==> config.mk <==
export PLATFORM = sky130hd
export DESIGN_NAME = control_unit
export DESIGN_NICKNAME = d
export VERILOG_FILES = /design/src/rtl/control_unit.sv
export SDC_FILE = /design/constraint.sdc
export NUM_CORES = 1
export LEC_CHECK = 0
export CAP_MARGIN = 20
export CORE_MARGIN = 4
export CORE_UTILIZATION = 39
export DETAILED_ROUTE_END_ITERATION = 10
export MAX_ROUTING_LAYER = met4
export PLACE_DENSITY = 0.9
export SYNTH_ARGS = -nofsm -noshare
export SYNTH_HDL_FRONTEND = slang
export SYNTH_SLANG_ARGS = --single-unit
export TNS_END_PERCENT = 30
==> constraint.sdc <==
create_clock -name clock -period 1.8 [get_ports clock]
set_input_delay 0.36 -clock clock [delete_from_list [all_inputs] [get_ports clock]]
set_output_delay 0.36 -clock clock [all_outputs]
set_load 0.1 [all_outputs]
==> src/rtl/control_unit.sv <==
// Instruction sequencer: accepts one 12-bit instruction over valid/ready and drives the datapath strobes.
// Optional feature macro: CU_INSTR_COUNT_EN builds the retired-instruction counter; otherwise retired_count is 0.
`timescale 1ns/1ps

module control_unit (
  input  logic        clock,
  input  logic        reset,
  input  logic        instr_valid,
  input  logic [11:0] instr,
  output logic        instr_ready,
  output logic        gp_reg_read,
  output logic        gp_reg_write,
  output logic        grab_ula,
  output logic        store_data_bus,
  output logic [3:0]  ula_operation,
  output logic        imm_drive,
  output logic [7:0]  imm_data,
  output logic        done,
  output logic        illegal,
  output logic [15:0] retired_count
);

  // Handshake: an instruction transfers on a rising edge where instr_valid and
  // instr_ready are both 1; instr is sampled only on that edge.
  localparam logic [2:0] ST_IDLE  = 3'd0;
  localparam logic [2:0] ST_LOAD  = 3'd1;
  localparam logic [2:0] ST_OUT   = 3'd2;
  localparam logic [2:0] ST_EXEC  = 3'd3;
  localparam logic [2:0] ST_LATCH = 3'd4;
  localparam logic [2:0] ST_WB    = 3'd5;

  localparam logic [3:0] OP_NOP = 4'h0;
  localparam logic [3:0] OP_LDI = 4'h1;
  localparam logic [3:0] OP_OUT = 4'h2;

  logic [2:0]  state_q, state_d;
  logic [11:0] instr_q, instr_d;
  logic        done_q, done_d;
  logic        illegal_q, illegal_d;

  logic        accept;
  logic [3:0]  in_op;
  logic        in_is_alu;
  logic        in_is_illegal;
  logic        in_is_nop;

  always_comb begin
    accept        = instr_valid && (state_q == ST_IDLE);
    in_op         = instr[11:8];
    in_is_alu     = in_op[3];
    in_is_nop     = (in_op == OP_NOP);
    in_is_illegal = !in_op[3] && (in_op >= 4'h3);
  end

  // Next-state logic; NOP and illegal opcodes retire without leaving IDLE.
  always_comb begin
    state_d   = state_q;
    instr_d   = instr_q;
    done_d    = 1'b0;
    illegal_d = illegal_q;
    case (state_q)
      ST_IDLE: begin
        if (accept) begin
          instr_d = instr;
          if (in_op == OP_LDI) begin
            state_d = ST_LOAD;
          end else if (in_op == OP_OUT) begin
            state_d = ST_OUT;
          end else if (in_is_alu) begin
            state_d = ST_EXEC;
          end else begin
            done_d = 1'b1;
          end
          if (in_is_illegal) begin
            illegal_d = 1'b1;
          end
        end
      end
      ST_LOAD: begin
        state_d = ST_IDLE;
        done_d  = 1'b1;
      end
      ST_OUT: begin
        state_d = ST_IDLE;
        done_d  = 1'b1;
      end
      ST_EXEC: begin
        state_d = ST_LATCH;
      end
      ST_LATCH: begin
        state_d = ST_WB;
      end
      ST_WB: begin
        state_d = ST_IDLE;
        done_d  = 1'b1;
      end
      default: begin
        state_d = ST_IDLE;
      end
    endcase
  end

  always_ff @(posedge clock or negedge reset) begin
    if (!reset) begin
      state_q   <= ST_IDLE;
      instr_q   <= 12'h000;
      done_q    <= 1'b0;
      illegal_q <= 1'b0;
    end else begin
      state_q   <= state_d;
      instr_q   <= instr_d;
      done_q    <= done_d;
      illegal_q <= illegal_d;
    end
  end

  // Moore outputs: decoded from state_q and instr_q only, so reset clears them at once.
  always_comb begin
    instr_ready    = 1'b0;
    gp_reg_read    = 1'b0;
    gp_reg_write   = 1'b0;
    grab_ula       = 1'b0;
    store_data_bus = 1'b0;
    imm_drive      = 1'b0;
    ula_operation  = 4'h0;
    case (state_q)
      ST_IDLE: begin
        instr_ready = 1'b1;
      end
      ST_LOAD: begin
        imm_drive    = 1'b1;
        gp_reg_write = 1'b1;
      end
      ST_OUT: begin
        store_data_bus = 1'b1;
      end
      ST_EXEC: begin
        gp_reg_read = 1'b1;
        imm_drive   = 1'b1;
        if (instr_q[11]) begin
          ula_operation = {1'b0, instr_q[10:8]};
        end
      end
      ST_LATCH: begin
        grab_ula = 1'b1;
        if (instr_q[11]) begin
          ula_operation = {1'b0, instr_q[10:8]};
        end
      end
      ST_WB: begin
        store_data_bus = 1'b1;
        gp_reg_write   = 1'b1;
      end
      default: begin
        instr_ready = 1'b0;
      end
    endcase
  end

  assign imm_data = instr_q[7:0];
  assign done     = done_q;
  assign illegal  = illegal_q;

`ifdef CU_INSTR_COUNT_EN
  logic [15:0] retired_count_q, retired_count_d;

  // Counts alongside done_q so the new total is visible in the done cycle.
  always_comb begin
    retired_count_d = retired_count_q;
    if (done_d) begin
      retired_count_d = retired_count_q + 16'd1;
    end
  end

  always_ff @(posedge clock or negedge reset) begin
    if (!reset) begin
      retired_count_q <= 16'h0000;
    end else begin
      retired_count_q <= retired_count_d;
    end
  end

  assign retired_count = retired_count_q;
`else
  assign retired_count = 16'h0000;
`endif

  // The shared data bus must never see two drivers.
  a_bus_exclusive: assert property (@(posedge clock) disable iff (!reset)
    !(imm_drive && store_data_bus));

  a_nop_stays_idle: assert property (@(posedge clock) disable iff (!reset)
    (accept && (in_is_nop || in_is_illegal)) |=> (state_q == ST_IDLE) && done_q);

endmodule

==> results of run 1 <==
## cell families after synthesis
kind of cell / synth area share [%]
buffers and inverters: 23.26
AND/OR/NAND/NOR: 14.41
flip-flops: 42.98
AO/OA/AOI/OAI: 5.942
multiplexers: 12.14
XOR/XNOR: 0.8851
other: 0.3789
## metrics by stage
| stage | cells | hold WS (ps) | util, % |
|---|---|---|---|
| 2_1_floorplan | 106 | 64.41 | - |
| 3_3_place_gp | 143 | 507.3 | 62.98 |
| 3_5_place_dp | 143 | 527.0 | 62.98 |
| 4_1_cts | 155 | 400.2 | 67.19 |
| 5_1_grt | 155 | 403.3 | 67.35 |
| 6_report | 155 | 391.8 | 67.35 |
## worst max path at each step
stage                from                to  cells after the start
3_5_place_dp   state_q[0]  ula_operation[1]                      4
4_1_cts        state_q[1]  ula_operation[1]                      4
6_report       state_q[1]  ula_operation[1]                      4
5_1_grt        state_q[0]  ula_operation[0]                      4
2_1_floorplan  state_q[0]  ula_operation[0]                      3
3_3_place_gp   state_q[1]  ula_operation[1]                      4
## layer usage
metal / track usage (%) / part of all wire [%]
met5: - / 0
met4: 2.318 / 0.40
met3: 3.728 / 9.1
met2: 25.52 / 53
met1: 15.75 / 37
## cells in the mapped netlist, drive strengths merged
master	count
o21ai	5
a21o	2
dfrtp	17
nor2	6
or2	1
nor3	2
inv	3
a21oi	2
and3b	1
nand3	3
a211oi	1
conb	1
nor4b	1
buf	27
nor3b	2
nor2b	2
and2	1
and2b	1
nand2	1
mux2	9
xnor2	1
nor4bb	1
## state kept, by name (all words and copies together), names as in the netlist
signal   cells
illegal      1
done         1
state_q      3
instr_q     12
## layout make-up
type / count / area (um^2)
clock buffers: 3 / 22.52
clock inverters: 1 / 5.005
fillers: 185 / 757.0
inverters: 3 / 11.26
multi-input cells: 59 / 451.7
flip-flops and latches: 17 / 429.2
well taps: 28 / 35.03
repair buffers: 44 / 606.8
## what timing repair did
action	in CTS	in global routing
setup endpoints to repair	3	5
gates resized for setup	2	1
buffers inserted	8	0
pin swaps	5	1
## worst max-delay path: stages, from the launching register on
cell	delay, ps
dfrtp_2	460
and3b_2	250
o21ai_4	240
nor2_4	60
buf_12	170
==> impl_metrics.env, run 1 <==
export IMPL_clk_pin_slew_ps=100
export IMPL_start_kind="flip-flop"
export IMPL_io_buffers=33
export IMPL_firstDrtPassIters=4
export IMPL_hp_class="in2async"
export IMPL_vias_per_cell=4.619
export IMPL_fin_crit_sh_pct=101.2
export IMPL_cp_data_required_time_ps=1440
export IMPL_place_area_um2=1460
export IMPL_layout_cells_most_common_list="19 x buf_12, 17 x conb_1, 14 x dfrtp_1, 14 x clkdlybuf4s50_1, 10 x buf_4"
export IMPL_synthCells=90
export IMPL_cts_tree="built"
export IMPL_synthesis_area_um2=989.7
export IMPL_ant_nets=0
export IMPL_start_util_pct=42.69
export IMPL_vias=716
export IMPL_final_area_um2=1562
export IMPL_finalHoldViolations=0
export IMPL_grt_start_max_net_pins=18
export IMPL_dp_slack_ps=170.7
export IMPL_outcome="complete, but fails checks"
export IMPL_synth_distinct_cells=27
export IMPL_grt_pass1_wl_um=3581
export IMPL_worst_r2r_cell_count=4
export IMPL_core_area_um2=2318
export IMPL_end_kind="output port"
export IMPL_n_antenna_cell=0
export IMPL_floorplan_rows=17
export IMPL_area_delta_synth_final_pct=57.78
export IMPL_drtIter0Drc=9
export IMPL_cap_violations=0
export IMPL_die_w_um=58.38
export IMPL_r2r_start="state_q[2]"
export IMPL_fmax_mhz=549.2
export IMPL_finalSetupViolCount=3
export IMPL_ys_ff_latch=17
export IMPL_antenna_found_initial=0
export IMPL_cts_buffer_depth=2
export IMPL_grt_pass1_vias=750
export IMPL_synthTopCellsByArea="dfrtp_1 43%, buf_4 19%, mux2_4 7.6%, mux2_2 4.6%, o21ai_0 2.5%"
export IMPL_dieArea_um2=3408
export IMPL_synth_top_cell_area_share_pct=42.98
export IMPL_grt_usage_pct=14.13
export IMPL_cts_num_sinks=17
export IMPL_yosysWarnings=0
export IMPL_die_y_um=58.38
export IMPL_rsz0062_at_grt="true"
export IMPL_cts_max_level=1
export IMPL_postCtsHoldBufs=0
export IMPL_path_max_fanout=4
export IMPL_synth_area_leader_cell="dfrtp_1"
export IMPL_wl_per_cell_um=14.52
export IMPL_drc=0
export IMPL_avgSynthCellArea_um2=11.00
export IMPL_fin_tns_setup_ps=-55.78
export IMPL_r2r_end="instr_q[2]"
export IMPL_post_route_min_period_ps=1821
export IMPL_finClkSkew_ps=8.030
export IMPL_clock_latency_ps=290
export IMPL_slew_viol_final=0
export IMPL_failed_checks="setup timing"
export IMPL_overflow=0
export IMPL_routed_wl_um=2251
export IMPL_hpwl_um=1704
export IMPL_ios=51
export IMPL_layout_commonest_cell="buf_12"
export IMPL_setup_ws_ps=-20.75
export IMPL_gp_congestion=0.7922
export IMPL_arrival_ps=1460
export IMPL_root_buffer="clkbuf_4"
export IMPL_ys_seq_area_share_pct=42.98
export IMPL_crit_type="reg2out"
export IMPL_nNetsFinal=143
export IMPL_final_layout_size_suffix_gt1_share_pct=46.46
export IMPL_setup_reg_to_reg_worst_slack_ps=200
export IMPL_numCtsBuffers=3
Power of run 1 is not shown: default switching activity piles up to over one toggle a cycle in this logic, so the estimate is an artifact.
==> inputs of run 2 (changes only) <==
- GPL_TIMING_DRIVEN: default -> 0
==> impl_metrics.env, run 2 (synthesis gave the netlist of run 1 again) <==
export IMPL_final_area_um2=1528
export IMPL_wl_per_cell_um=12.30
export IMPL_ant_nets=0
export IMPL_wl_met2_um=1149
export IMPL_overflow=0
export IMPL_final_layout_size_suffix_gt1_share_pct=52.74
export IMPL_fillers=184
export IMPL_largest_register="instr_q"
export IMPL_failed_checks="setup timing"
export IMPL_grt_pass1_vias=743
export IMPL_core_area_um2=2318
export IMPL_root_buffer="clkbuf_4"
export IMPL_reg_largest_list="instr_q (12), state_q (3)"
export IMPL_tightest_slew_ps=742.8
export IMPL_finalHoldViolations=0
export IMPL_rsz0062_at_grt="true"
export IMPL_drc=0
export IMPL_vias=749
export IMPL_antenna_found_initial=0
export IMPL_cap_violations=0
export IMPL_dp_slack_ps=-673.7
export IMPL_area_delta_synth_final_pct=54.36
export IMPL_nNetsFinal=162
export IMPL_firstDrtPassIters=4
export IMPL_place_area_um2=1466
export IMPL_cp_data_required_time_ps=1440
export IMPL_setup_ws_ps=-83.51
export IMPL_cts_max_level=1
export IMPL_end_kind="output port"
export IMPL_regArea_um2=429.2
export IMPL_path_max_fanout=7
export IMPL_grt_start_max_net_pins=18
export IMPL_cts_tree="built"
export IMPL_drtIter0Drc=13
export IMPL_gp_congestion=0.8005
export IMPL_outcome="complete, but fails checks"
export IMPL_floorplan_rows=17
export IMPL_hpwl_um=1694
export IMPL_io_buffers=33
export IMPL_start_util_pct=42.69
export IMPL_utilization_pct=65.89
export IMPL_slowest_stage="dfrtp_2"
export IMPL_finClkSkew_ps=7.638
export IMPL_die_w_um=58.38
export IMPL_fin_crit_sh_pct=104.6
export IMPL_clk_pin_slew_ps=100
export IMPL_slew_viol_final=0
export IMPL_clock_latency_ps=290
export IMPL_n_antenna_cell=0
export IMPL_routed_wl_um=2141
export IMPL_numCtsBuffers=3
export IMPL_crit_type="reg2out"
export IMPL_slew_headroom_pct=50.33
export IMPL_ios=51
export IMPL_grt_usage_pct=12.84
export IMPL_multi_input_area_um2=446.7
export IMPL_layout_commonest_cell="buf_4"
export IMPL_layout_cells_most_common_list="37 x buf_4, 17 x conb_1, 14 x dfrtp_1, 14 x clkdlybuf4s50_1, 5 x mux2_4"
export IMPL_finalSetupViolCount=4
export IMPL_route_met3_wl_um=186
export IMPL_path_cells="and3b_2 > o21ai_4 > nor2_4 > buf_12"
export IMPL_cts_buffer_depth=2
export IMPL_cp_slowest_stage_delay_ps=490
export IMPL_grt_pass1_wl_um=3263
export IMPL_start_kind="flip-flop"
export IMPL_vias_per_cell=4.305
export IMPL_fmax_mhz=530.9
export IMPL_largest_register_ffs=12
export IMPL_post_route_min_period_ps=1884
export IMPL_cpLargestDelayFamily="flip-flops"
export IMPL_dieArea_um2=3408
export IMPL_cts_num_sinks=17
export IMPL_postCtsHoldBufs=0
export IMPL_crit_buf_inv=1
export IMPL_wl_met1_um=796
export IMPL_arrival_ps=1520
export IMPL_top_layer="met4"
export IMPL_die_y_um=58.38
export IMPL_hp_class="reg2reg"
[run 2: changes by cell type in the layout (fill, tap and decap cells not counted), sizes merged]
cell           before  now
clkinv              1    0
clkbuf              3    4
buf                30   46
clkdlybuf4s15       0    3
[run 2: worst paths after layout]
check | cells past startpoint | to | start | slack, ps
worst max-delay path | 4 | ula_operation[1] | state_q[1] | -80
min in group asynchronous | 1 | instr_q[1] | reset | 500
worst min register to register | 1 | illegal | illegal | 470
max in group asynchronous | 1 | state_q[0] | reset | 790
worst min-delay path | 1 | illegal | illegal | 470
worst max register to register | 6 | instr_q[6] | state_q[2] | 50
[run 2: repair_timing]
action,in CTS,in global routing
gates cloned,0,0
buffers inserted,0,3
pin swaps,2,0
setup endpoints to repair,19,9
gates resized for setup,91,5
[run 2: worst register-to-register path: cells and delay by family (launching register included)]
family / cells / cell delay (ps)
flops: 1 / 470
mux: 1 / 300
buf+inv: 3 / 400
simple gates: 2 / 460
[run 2: layout make-up]
| type | instances | area share [%] |
|---|---|---|
| well taps | 28 | 2.293 |
| repair buffers | 36 | 23.59 |
| multi-input cells | 59 | 29.24 |
| inverters | 3 | 0.7371 |
| clock buffers | 4 | 1.720 |
| plain buffers | 27 | 14.33 |
| flip-flops and latches | 17 | 28.09 |
[run 2: stage by stage]
step | TNS (ps) | hold WS, ps | cells
after floorplan | -6988 | 64.41 | 106
after global placement | -5274 | 444.3 | 167
after detailed placement | -5568 | 447.6 | 167
after CTS | -330.9 | 470.1 | 171
after global routing | -566.6 | 491.9 | 174
final | -236.0 | 467.2 | 174
[run 2: per-layer routing]
layer	global-route usage (%)	vias up
met5	-	-
met4	5.298	0
met3	2.632	2
met2	22.97	31
met1	13.66	345
li1	-	371
Power of run 2 is left out for the same reason.
